$ cat config.mk
export PLATFORM = sky130hd
export DESIGN_NAME = pattern_decoder
export DESIGN_NICKNAME = d
export VERILOG_FILES = /design/src/rtl/pattern_decoder_pkg.sv /design/src/rtl/pattern_decoder_expect.sv /design/src/rtl/pattern_decoder.sv
export SDC_FILE = /design/constraint.sdc
export NUM_CORES = 1
export LEC_CHECK = 0
export BUFFER_PORTS_ARGS = -buffer_cell sky130_fd_sc_hd__buf_2
export CAP_MARGIN = 10
export CELL_PAD_IN_SITES_DETAIL_PLACEMENT = 2
export CELL_PAD_IN_SITES_GLOBAL_PLACEMENT = 2
export CORE_AREA = 2 2 64 66
export CTS_CLUSTER_DIAMETER = 200
export DETAILED_ROUTE_END_ITERATION = 7
export DIE_AREA = 0 0 66 68
export PLACE_DENSITY_LB_ADDON = 0.05
export REMOVE_ABC_BUFFERS = 1
export SLEW_MARGIN = 25
export SYNTH_ARGS = -nofsm -noshare
export SYNTH_HDL_FRONTEND = slang
export SYNTH_SLANG_ARGS = --single-unit
$ cat constraint.sdc
create_clock -name clk -period 2.6 [get_ports clk]
set_clock_uncertainty 0.2 [all_clocks]
set_input_delay 0.52 -clock clk [delete_from_list [all_inputs] [get_ports clk]]
set_output_delay 0.52 -clock clk [all_outputs]
set_load 0.03 [all_outputs]
$ cat src/rtl/pattern_decoder_pkg.sv
// Shared types, sizes and the phase-to-code table for the pattern decoder.
package pattern_decoder_pkg;

  localparam int unsigned PERIOD     = 16;
  localparam int unsigned LOSS_LIMIT = 3;
  localparam int unsigned PHASE_W    = 4;
  localparam int unsigned CODE_W     = 8;
  localparam int unsigned CNT_W      = 8;
  localparam int unsigned MISS_W     = 2;

  typedef enum logic {
    HUNT = 1'b0,
    SYNC = 1'b1
  } state_t;

  // Even phases below 14 carry 01, odd phases a walking one, 14/15 are the zero sync pair.
  function automatic logic [CODE_W-1:0] expected_code(input logic [PHASE_W-1:0] phase);
    logic [CODE_W-1:0] c;
    c = '0;
    if (phase < PHASE_W'(PERIOD - 2)) begin
      if (phase[0]) c = CODE_W'(1) << (3'(phase[3:1]) + 3'd1);
      else          c = CODE_W'(1);
    end
    return c;
  endfunction

endpackage

$ cat src/rtl/pattern_decoder_expect.sv
// Combinational phase -> expected-code lookup.
module pattern_expect
  import pattern_decoder_pkg::*;
(
  input  logic [PHASE_W-1:0] phase,
  output logic [CODE_W-1:0]  expected_c
);

  assign expected_c = expected_code(phase);

endmodule

$ cat src/rtl/pattern_decoder.sv
// 16-phase pattern decoder: hunts for a 00/00 pair, then tracks phase and flags mismatches.
// Optional saturating error counter enabled by PATTERN_DECODER_ERRCNT_EN.
module pattern_decoder
  import pattern_decoder_pkg::*;
(
  input  logic              clk,
  input  logic              reset,
  input  logic [CODE_W-1:0] code,
  input  logic              code_valid,
  output logic              locked,
  output logic [PHASE_W-1:0] idx,
  output logic              err,
  output logic              frame_done,
  output logic [CNT_W-1:0]  err_cnt
);

  state_t              state_q, state_d;
  logic [PHASE_W-1:0]  phase_q, phase_d;
  logic [MISS_W-1:0]   miss_q, miss_d;
  logic                zero_q, zero_d;
  logic                locked_d;
  logic [PHASE_W-1:0]  idx_d;
  logic                err_d;
  logic                frame_done_d;
  logic [CODE_W-1:0]   expected_c;

  pattern_expect u_expect (
    .phase      (phase_q),
    .expected_c (expected_c)
  );

  always_ff @(posedge clk or negedge reset) begin
    if (!reset) begin
      state_q    <= HUNT;
      phase_q    <= '0;
      miss_q     <= '0;
      zero_q     <= 1'b0;
      locked     <= 1'b0;
      idx        <= '0;
      err        <= 1'b0;
      frame_done <= 1'b0;
    end else begin
      state_q    <= state_d;
      phase_q    <= phase_d;
      miss_q     <= miss_d;
      zero_q     <= zero_d;
      locked     <= locked_d;
      idx        <= idx_d;
      err        <= err_d;
      frame_done <= frame_done_d;
    end
  end

  // Next-state and registered-output values; invalid cycles only clear the pulses.
  always_comb begin
    state_d      = state_q;
    phase_d      = phase_q;
    miss_d       = miss_q;
    zero_d       = zero_q;
    locked_d     = locked;
    idx_d        = idx;
    err_d        = 1'b0;
    frame_done_d = 1'b0;
    if (code_valid) begin
      case (state_q)
        HUNT: begin
          if (code == '0) begin
            if (zero_q) begin
              state_d  = SYNC;
              phase_d  = '0;
              miss_d   = '0;
              zero_d   = 1'b0;
              locked_d = 1'b1;
              idx_d    = PHASE_W'(PERIOD - 1);
            end else begin
              zero_d = 1'b1;
            end
          end else begin
            zero_d = 1'b0;
          end
        end
        SYNC: begin
          phase_d = phase_q + PHASE_W'(1);
          idx_d   = phase_q;
          if (code == expected_c) begin
            miss_d       = '0;
            frame_done_d = (phase_q == PHASE_W'(PERIOD - 1));
          end else begin
            err_d = 1'b1;
            if (miss_q == MISS_W'(LOSS_LIMIT - 1)) begin
              state_d  = HUNT;
              phase_d  = '0;
              miss_d   = '0;
              zero_d   = 1'b0;
              locked_d = 1'b0;
              idx_d    = '0;
            end else begin
              miss_d = miss_q + MISS_W'(1);
            end
          end
        end
        default: state_d = HUNT;
      endcase
    end
  end

`ifdef PATTERN_DECODER_ERRCNT_EN
  logic [CNT_W-1:0] err_cnt_q;

  // err_d is exactly a mismatch accepted in SYNC.
  always_ff @(posedge clk or negedge reset) begin
    if (!reset) begin
      err_cnt_q <= '0;
    end else if (err_d && (err_cnt_q != '1)) begin
      err_cnt_q <= err_cnt_q + CNT_W'(1);
    end
  end

  assign err_cnt = err_cnt_q;
`else
  assign err_cnt = '0;
`endif

endmodule

### After elaboration in Yosys (flattened, before gate mapping)

Cells that the tools add are included.

* bits in registers: 15
* input port bits: 11
* word-level logic and storage cells: 61
* memories kept: 0
* memory bits (read-only): 0
* output and inout bits: 15
* memory bits (writable): 0
* bits in latches: 0

* eq/ne operators: 7
* div/mod/pow operators: 0
* reduce and logical (&&, ||, !) cells: 4
* multiplexer cells: 36
* $mul: 0
* add/sub/neg operators: 3
* shift-type cells: 1
* bitwise operators: 1
* magnitude comparators: 1

Operators by type and width (count)
* 2-to-1 mux 4 bit: 8
* 2-to-1 mux 1 bit: 16
* 2-to-1 mux 8 bit: 2
* one-hot mux 4 bit (2 select lines): 2
* equality test 8 bit: 1
* zero test 8 bit: 1
* 2-to-1 mux 2 bit: 4
* << shifter 1 x 3 -> 8 bit (first input constant): 1
* inequality test 2 bit (second input constant): 3
* one-hot mux 1 bit (2 select lines): 3
* AND reduction 3 bit: 2
* AND reduction 5 bit: 1
* adder 4 x 1 -> 4 bit (second input constant): 1
* equality test 4 bit (second input constant): 1
* less-than comparator 4 bit (second input constant): 1
* one-hot mux 2 bit (2 select lines): 1
* adder 3 x 1 -> 3 bit (second input constant): 1
* adder 2 x 1 -> 2 bit (second input constant): 1
* equality test 2 bit (second input constant): 1
* inequality test 2 x 1 -> 1 bit (second input constant): 1
* NOT 1 bit: 1

### Logic depth before layout (Yosys ltp)

Gate-level depths: netlist of run 1.

* depth after elaboration: 8
* mapped depth: 7

### Cells and area by module

A second synthesis of run 1 with hierarchy kept.

* cells, all modules: 94
* area total of the unflattened synthesis: 960.9 µm²

Modules (own cells, without submodules)
* pattern_decoder: instances 1, cells each 86, seq. area each 375.4 µm², area an instance 868.3 µm²
* pattern_expect: instances 1, cells each 8, seq. area each 0.0 µm², area an instance 92.6 µm²

### Worst setup path after synthesis of run 1

OpenSTA, ideal clock, no wires.

* path type: input to register
* start point: in code[1]
* end point: reg phase_q[3]
* arrival time: 1713 ps
* path slack: 592 ps
* stages: 5
* library setup time: 96 ps
* cell sequence: or2b_1 or4_4 a32oi_4 a31oi_4 a311oi_2

* longest elaborated chain between the ends: 3
* elaborated cells between the ends (all ways): 6

RTL lines
* start, declared: line pattern_decoder.sv:8 `input logic [CODE_W-1:0] code,`
* equality test 8 bit or zero test 8 bit (tied branches): line pattern_decoder.sv:85, pattern_decoder.sv:67
* 2-to-1 mux 4 bit or inequality test 2 bit (tied branches)
* one-hot mux 4 bit (2 select lines) or AND reduction 3 bit (tied branches)
* end signal, assigned: line pattern_decoder.sv:44 `phase_q <= phase_d;`
* end, declared: line pattern_decoder.sv:18 `logic [PHASE_W-1:0] phase_q, phase_d;`

Parallel ways exist; a longest one is shown, timed or not.
A chain may end at the register's enable or synchronous reset.

### Final worst setup path of run 1

* start point: reg phase_q[2]
* end point: reg phase_q[1]

* longest elaborated chain between the ends: 7
* elaborated cells between the ends (all ways): 8

RTL lines
* adder 3 x 1 -> 3 bit: line pattern_decoder_pkg.sv:21 `if (phase[0]) c = CODE_W'(1) << (3'(phase[3:1]) + 3'd1);`
* << shifter 1 x 3 -> 8 bit: line pattern_decoder_pkg.sv:21
* 2-to-1 mux 8 bit: line pattern_decoder_pkg.sv:21
* 2-to-1 mux 8 bit *: line pattern_decoder_pkg.sv:20 `if (phase < PHASE_W'(PERIOD - 2)) begin`
* equality test 8 bit *: line pattern_decoder.sv:85 `if (code == expected_c) begin`
* 2-to-1 mux 4 bit *: line pattern_decoder.sv:85
* one-hot mux 4 bit (2 select lines) *: line pattern_decoder.sv:65 `case (state_q)`

Mark *: on every way between the ends. The rest lies on a longest branch, timed or not.

==> impl_metrics.ini, run 1 <==
[status]
status = finished, final reports clean

[yosys]
synth_top_area_frac = 0.334
ys_warn_count = 0
synth_commonest_cells = nor2_1, dfrtp_1, buf_4
ys_seq_elements = 15
synth_most_common_cell = nor2_1
netlist_area_mm2 = 0.00112
syn_avg_cell_area_um2 = 8.78
ys_types = 47
netlist_instances = 128
ys.flop_type = dfrtp_1
synth_area_leaders = dfrtp_1, buf_4, nor2_1
synth_edf_count = 0
ys_async_sr_fraction = 1.00
ys_seq_area_frac = 0.334
yosysTopAreaCell = dfrtp_1

[placed_design]
hpwlAfterDp_mm = 2.51
placedCellCount = 189
post-place-ws_ns = 0.255
gp_congestion = 0.716
postPlaceCellArea_mm2 = 0.00121
io_buffers = 17

[worst_hold_path]
holdPathEnd = miss_q[0]$_DFFE_PN0P_
holdPathStages = 1
hp-start = miss_q[1]$_DFFE_PN0P_
hp-class = reg -> reg

[floorplanning]
coreArea_mm2 = 0.00386
die_h_um = 68
die_area_mm2 = 0.00449
fp-row-count = 23
fp.dieW_um = 66
start_util = 0.291
num_io_pins = 26

[global_routing]
grt_pass1_wl_mm = 5.17
grt.total_usage = 0.153
grt_pass1_vias = 1039
grt_overflow = 0
grt_max_degree = 16
antenna_found_initial = 0

[pwr]
p_leak_nw = 0.539
ir_drop_uv = 436
p_per_area_mw_per_mm2 = 846

[critical_path]
path_max_fanout = 13
critPathTopFamily = simple AND/OR/NAND/NOR gates
critPathBufInv = 0
worstPathRequired_ns = 2.55
crit_path_end_kind = flop
cp_slowest_cell = dfrtp_1
r2r_slack_ns = 0.42
timing.critical_path.cells = nand2b_4 -> or4_4 -> a32oi_4 -> nand3_1 -> o21ai_0
r2r_start = phase_q[2]$_DFFE_PN0P_
critical-path-max-stage-delay_ns = 0.53
rr_endpoint = phase_q[1]$_DFFE_PN0P_
cp.arrival_ns = 2.13
crit_type = reg -> reg
crit_path_start_kind = flop
r2r_cells = 5

[timing]
fin_crit_sh = 0.839
period_needed_ns = 2.18
slew_violations = 0
fmax_ghz = 0.459
rsz0062_at_grt = no
setup-violations-final = 0
setup_ws_ns = 0.419
setup_tns_ns = 0
hold_violations = 0

[detailed_routing]
routed-via-count = 988
drt-wirelength-per-cell_um = 16.6
first_pass_iters = 4
via_per_inst = 5.09
postRouteAntennaNets = 0
drc_errors = 0
wl_mm = 3.22
drtIter0Drc = 56

[final_layout]
stdcell_count = 194
design_area_mm2 = 0.00127
postLayoutCoreUtil = 0.328
num_antenna_cells = 0
areaGrowthSynthToFinish_pct = 12.7
fin_nets = 157
drive_gt1_frac = 0.208

[clock_tree]
htree_num_levels = 1
clockBufferDepth = 2
clk_pin_slew_ns = 0.06
numCtsBuffers = 3
cts_tree = done
insertion_delay_ns = 0.24
cts-root-buf = clkbuf_8
clkSinkCount = 15
cts_hold_buf = 1
postCtsResizedCells = 0
postCtsSetupBuffers = 0

[run]
drv_cap = 0
[logic make-up (layout without fill, tap and decap cells)]
logic type / count (synthesis) / after routing / synth area share
buffers and inverters: 18 / 27 / 0.104
AO/OA/AOI/OAI: 29 / 29 / 0.209
other: 1 / 8 / 0.00334
AND/OR/NAND/NOR: 63 / 63 / 0.331
flip-flops: 15 / 15 / 0.334
XOR/XNOR: 1 / 1 / 0.00780
adder cells (fa/ha/maj): 1 / 1 / 0.0111
[flip-flops by register name, summed over array words and instances, names as in the netlist]
signal / cells
state_q: 1
zero_q: 1
frame_done: 1
miss_q: 2
idx: 4
err: 1
phase_q: 4
locked: 1
[cell usage in the layout (no fill, tap or decap), types with 2 or more instances in the layout]
master,n
nand2_1,9
buf_4,3
a21oi_1,3
nor4bb_1,3
nor2_1,18
dfrtp_1,15
nand3_1,5
a311oi_1,2
buf_2,17
o21ai_0,7
nand4_1,2
inv_1,2
o22ai_1,5
a22oi_1,2
nor2b_1,4
nor3_1,4
clkbuf_8,3
and4b_1,3
conb_1,8
and2b_1,2
[how the worst max path moves through the flow]
stage	slack (ns)	start	endpoint	cells past startpoint
finish	0.42	phase_q[2]$_DFFE_PN0P_	phase_q[1]$_DFFE_PN0P_	5
global route	0.26	phase_q[2]$_DFFE_PN0P_	phase_q[1]$_DFFE_PN0P_	5
CTS	0.41	phase_q[2]$_DFFE_PN0P_	state_q$_DFFE_PN0P_	5
detailed placement	0.25	code[2]	phase_q[2]$_DFFE_PN0P_	6
global placement	0.26	code[2]	phase_q[2]$_DFFE_PN0P_	6
floorplan	0.57	phase_q[2]$_DFFE_PN0P_	phase_q[3]$_DFFE_PN0P_	5
[metal layers]
metal | track usage | up-vias | part of all wire
li1 | - | 486 | -
met1 | 0.193 | 489 | 0.45
met2 | 0.275 | 11 | 0.53
met3 | 0.0148 | 2 | 0.020
met4 | 0.0536 | 0 | 0.0062
met5 | 0 | - | 0
[metrics by stage]
stage	total power [mW]	hold slack, ns
floorplan	0.709	0.0244
global placement	0.876	0.247
detailed placement	0.892	0.256
CTS	1.09	0.296
global route	1.16	0.314
finish	1.07	0.292
[power breakdown]
| part | internal, mW | switching [mW] |
|---|---|---|
| Clock | 0.108 | 0.0790 |
| Combinational | 0.179 | 0.295 |
| Sequential | 0.305 | 0.105 |
[area by class of cell]
| class | count | area [um^2] |
|---|---|---|
| Fill cell | 455 | 2590 |
| Sequential cell | 15 | 375 |
| Inverter | 2 | 7.51 |
| Tap cell | 50 | 62.6 |
| Timing Repair Buffer | 21 | 118 |
| Clock buffer | 4 | 45.0 |
| Multi-Input combinational cell | 102 | 658 |
Power figures use the tool's default switching activity.
==> run 2: changes to the inputs <==
--- a/config.mk
+++ b/config.mk
@@ -9,10 +9,10 @@
 export CAP_MARGIN = 10
 export CELL_PAD_IN_SITES_DETAIL_PLACEMENT = 2
 export CELL_PAD_IN_SITES_GLOBAL_PLACEMENT = 2
-export CORE_AREA = 2 2 64 66
+export CORE_AREA = 2 2 67 69
 export CTS_CLUSTER_DIAMETER = 200
 export DETAILED_ROUTE_END_ITERATION = 7
-export DIE_AREA = 0 0 66 68
+export DIE_AREA = 0 0 69 71
 export PLACE_DENSITY_LB_ADDON = 0.05
 export REMOVE_ABC_BUFFERS = 1
 export SLEW_MARGIN = 25
==> constraint.sdc (replaced) <==
create_clock -name clk -period 1.8 [get_ports clk]
set_clock_uncertainty 0.2 [all_clocks]
set_input_delay 0.36 -clock clk [delete_from_list [all_inputs] [get_ports clk]]
set_output_delay 0.36 -clock clk [all_outputs]
set_load 0.03 [all_outputs]
==> impl_metrics.ini, run 2 (synthesized netlist as in run 1, its figures left out) <==
[detailed_routing]
wl_mm = 3.80
drt-wirelength-per-cell_um = 16.8
first_pass_iters = 3
drtIter0Drc = 28
via_per_inst = 5.01
routed-via-count = 1133
drc_errors = 0
postRouteAntennaNets = 0

[timing]
rsz0062_at_grt = yes
hold_ws_ns = 0.302
slew_violations = 0
setup_tns_ns = -2.91
setup-violations-final = 15
fmax_ghz = 0.490
period_needed_ns = 2.04
fin_crit_sh = 1.13
hold_violations = 0
setup_ws_ns = -0.239

[critical_path]
worstPathRequired_ns = 1.76
startpoint = phase_q[1]$_DFFE_PN0P_
path_max_fanout = 6
crit_type = reg -> reg
cp.arrival_ns = 2.00
r2r_start = phase_q[1]$_DFFE_PN0P_
crit_path_start_kind = flop
crit_path_end_kind = flop

[clock_tree]
insertion_delay_ns = 0.24
numCtsBuffers = 3
htree_num_levels = 1
clkSinkCount = 15
clk_pin_slew_ns = 0.06
clockBufferDepth = 2
cts-root-buf = clkbuf_8
cts_tree = done

[final_layout]
num_antenna_cells = 0
drive_gt1_frac = 0.483
top_regs = idx (4), phase_q (4), miss_q (2)
fin_nets = 187
final_common_cell = buf_4
stdcell_count = 226
areaGrowthSynthToFinish_pct = 49.6
layout_common_cells = buf_4, buf_2, nor2_1

[floorplanning]
start_util = 0.267
die_h_um = 71
fp.dieW_um = 69
fp-row-count = 24
die_area_mm2 = 0.00490
coreArea_mm2 = 0.00420
num_io_pins = 26

[placed_design]
io_buffers = 17
placedCellCount = 213
gp_congestion = 0.722
hpwlAfterDp_mm = 2.91

[pwr]
p_leak_nw = 0.720
ir_drop_uv = 576
p_per_area_mw_per_mm2 = 1140

[status]
violations = negative setup slack
status = finished, violations left

[worst_hold_path]
hp-start = locked$_DFFE_PN0P_
hp-class = reg -> reg

[global_routing]
grt_overflow = 0
grt_pass1_vias = 1200
grt_max_degree = 16
antenna_found_initial = 0
grt_pass1_wl_mm = 6.19
grt.total_usage = 0.156

[run]
drv_cap = 0
-- run 2: changes by cell type in the layout (fill, tap and decap cells not counted), sizes merged --
cell | previous run | this run
buf | 20 | 50
-- run 2: power breakdown --
group / leakage [nW] / internal (mW) / switching (mW)
clock network: 0.0228 / 0.157 / 0.120
registers: 0.190 / 0.446 / 0.123
logic: 0.507 / 0.495 / 0.580
total: 0.720 / 1.10 / 0.823
-- run 2: layer usage --
layer,up-vias,share of wire,GRT usage
li1,545,-,-
met1,575,0.43,0.185
met5,-,0,0
met4,0,0.0061,0.0327
met2,11,0.55,0.304
met3,2,0.014,0.0157
-- run 2: final timing paths --
path	cells after the start	end	slack, ns
max reg2reg	7	phase_q[2]$_DFFE_PN0P_	-0.24
min reg2reg	2	locked$_DFFE_PN0P_	0.30
max	7	phase_q[2]$_DFFE_PN0P_	-0.24
min	2	locked$_DFFE_PN0P_	0.30
max in group asynchronous	2	phase_q[0]$_DFFE_PN0P_	0.74
min in group asynchronous	2	idx[0]$_DFFE_PN0P_	0.37
-- run 2: repair_timing --
action,4_1_cts,5_1_grt
endpoints found under the hold margin,15,0
setup endpoints to repair,15,15
hold buffers,1,0
resized for setup,31,7
pin swaps,17,3
buffers inserted,6,2
-- run 2: final cells by class --
| type | count | area, um^2 |
|---|---|---|
| clock buffer | 4 | 45.0 |
| sequential | 15 | 379 |
| inverter | 2 | 7.51 |
| multi-input combinational | 102 | 808 |
| tap | 52 | 65.1 |
| timing repair buffer | 51 | 375 |
| fill | 487 | 2520 |
-- run 2: worst max-delay path: stages, from the launching register on --
cell and delay [ns]:
dfrtp_2 0.46, buf_12 0.15, xor2_1 0.15, a211o_1 0.30, a32oi_4 0.24, buf_4 0.17
nand3_4 0.10, a31oi_4 0.18
-- run 2: per-stage QoR --
| stage | util | total power, mW | setup WS, ns | area, um^2 |
|---|---|---|---|---|
| 3_3_place_gp | 0.328 | 1.37 | -0.347 | 1380 |
| 6_report | 0.400 | 1.92 | -0.239 | 1680 |
| 4_1_cts | 0.389 | 1.90 | -0.260 | 1630 |
| 5_1_grt | 0.400 | 2.06 | -0.318 | 1680 |
| 2_1_floorplan | - | 1.02 | -0.234 | 1040 |
| 3_5_place_dp | 0.328 | 1.41 | -0.430 | 1380 |
==> run 3: changes to the inputs <==
--- a/config.mk
+++ b/config.mk
@@ -13,8 +13,10 @@
 export CTS_CLUSTER_DIAMETER = 200
 export DETAILED_ROUTE_END_ITERATION = 7
 export DIE_AREA = 0 0 69 71
+export MAX_ROUTING_LAYER = met4
 export PLACE_DENSITY_LB_ADDON = 0.05
 export REMOVE_ABC_BUFFERS = 1
+export SETUP_SLACK_MARGIN = 0.5
 export SLEW_MARGIN = 25
 export SYNTH_ARGS = -nofsm -noshare
 export SYNTH_HDL_FRONTEND = slang
==> impl_metrics.ini, run 3 (synthesized netlist as in run 1, its figures left out) <==
[pwr]
p_per_area_mw_per_mm2 = 1180
p_total_mw = 2.08
ir_drop_uv = 576
p_leak_nw = 0.763

[floorplanning]
fp.dieW_um = 69
die_h_um = 71
fp-row-count = 24
coreArea_mm2 = 0.00420
num_io_pins = 26
die_area_mm2 = 0.00490
start_util = 0.267

[detailed_routing]
wl_mm = 3.96
postRouteAntennaNets = 0
top_layer_used = met4
routed-via-count = 1164
drc_errors = 0
first_pass_iters = 4
met1Wirelength_mm = 1.67
drt-wirelength-per-cell_um = 17.0
met3_length_um = 58
drtIter0Drc = 20
wl_met2_mm = 2.20
via_per_inst = 5.00

[run]
drv_cap = 0

[critical_path]
crit_path_end_kind = flop
startpoint = phase_q[1]$_DFFE_PN0P_
cp_slowest_cell = dfrtp_2
cp.arrival_ns = 2.00
critical-path-max-stage-delay_ns = 0.46
r2r_start = phase_q[1]$_DFFE_PN0P_
worstPathRequired_ns = 1.76
crit_type = reg -> reg
crit_path_start_kind = flop
path_max_fanout = 6
timing.critical_path.cells = buf_12 -> xor2_1 -> a211o_1 -> a32oi_4 -> buf_4 -> nand3_4 -> a31oi_4

[final_layout]
multi_input_area_um2 = 801
seq_area_um2 = 379
final_common_cell = buf_4
areaGrowthSynthToFinish_pct = 57.5
fin_nets = 194
fill_cells = 483
design_area_mm2 = 0.00177
top_regs = idx (4), phase_q (4), miss_q (2)
layout_common_cells = buf_4, nor2_1, dfrtp_1
num_antenna_cells = 0
drive_gt1_frac = 0.497

[timing]
hold_ws_ns = 0.305
setup_ws_ns = -0.239
setup_tns_ns = -2.92
fmax_ghz = 0.490
period_needed_ns = 2.04
setup-violations-final = 15
rsz0062_at_grt = yes
hold_violations = 0
slew_violations = 0
fin_crit_sh = 1.13

[worst_hold_path]
hp-class = reg -> reg
hp-start = miss_q[1]$_DFFE_PN0P_

[clock_tree]
cts-root-buf = clkbuf_8
cts_tree = done
htree_num_levels = 1
clk_pin_slew_ns = 0.06
clkSinkCount = 15
numCtsBuffers = 3
insertion_delay_ns = 0.24
clockBufferDepth = 2

[placed_design]
post-place-ws_ns = -0.430
postPlaceCellArea_mm2 = 0.00138
hpwlAfterDp_mm = 2.91
gp_congestion = 0.731
io_buffers = 17

[status]
status = finished, violations left
violations = negative setup slack

[global_routing]
grt.total_usage = 0.164
grt_pass1_vias = 1232
grt_overflow = 0
grt_max_degree = 16
antenna_found_initial = 0
grt_pass1_wl_mm = 6.29
-- run 3: cell types whose count changed in the layout (fill, tap and decap cells not counted) --
cell	previous run	this run
buf_2	17	10
buf_4	29	36
buf_6	2	9
nor2_1	13	14
nor2_4	1	0
-- run 3: worst paths after layout --
path | cells past startpoint | end | slack (ns)
worst min register to register | 1 | miss_q[0]$_DFFE_PN0P_ | 0.30
min in group asynchronous | 2 | err$_DFF_PN0_ | 0.38
worst max-delay path | 7 | phase_q[2]$_DFFE_PN0P_ | -0.24
worst max register to register | 7 | phase_q[2]$_DFFE_PN0P_ | -0.24
max in group asynchronous | 2 | phase_q[1]$_DFFE_PN0P_ | 0.74
worst min-delay path | 1 | miss_q[0]$_DFFE_PN0P_ | 0.30
-- run 3: what timing repair did --
action,4_1_cts,5_1_grt
pin swaps,17,3
hold buffers,1,0
resized for setup,45,5
setup endpoints to repair,22,22
setup buffers,11,4
hold endpoints to repair,15,0
-- run 3: power breakdown --
group,leakage [nW],internal [mW],switching (mW)
Combinational,0.551,0.622,0.603
Sequential,0.190,0.447,0.133
Clock,0.0228,0.157,0.120
-- run 3: layer usage --
metal,vias to the layer above,GRT usage
met5,-,-
met4,0,0.0327
met3,2,0.0157
met2,13,0.315
met1,589,0.183
li1,560,-
-- run 3: critical path: cells and delay by family (launching register included) --
kind                   cells  cell delay (ns)
flip-flops                 1             0.46
XOR/XNOR                   1             0.15
AO/OA/AOI/OAI              3             0.71
AND/OR/NAND/NOR            1             0.10
buffers and inverters      2             0.32
-- run 3: cell type report --
| cell class | instances | area share |
|---|---|---|
| inverter | 2 | 0.00424 |
| clock buffer | 4 | 0.0255 |
| multi-input combinational | 102 | 0.453 |
| sequential | 15 | 0.214 |
| tap | 52 | 0.0368 |
| timing repair buffer | 58 | 0.267 |
-- run 3: metrics by stage --
stage               std cells   util
floorplan                 119      -
global placement          213  0.328
detailed placement        213  0.328
CTS                       229  0.408
global route              233  0.421
finish                    233  0.421
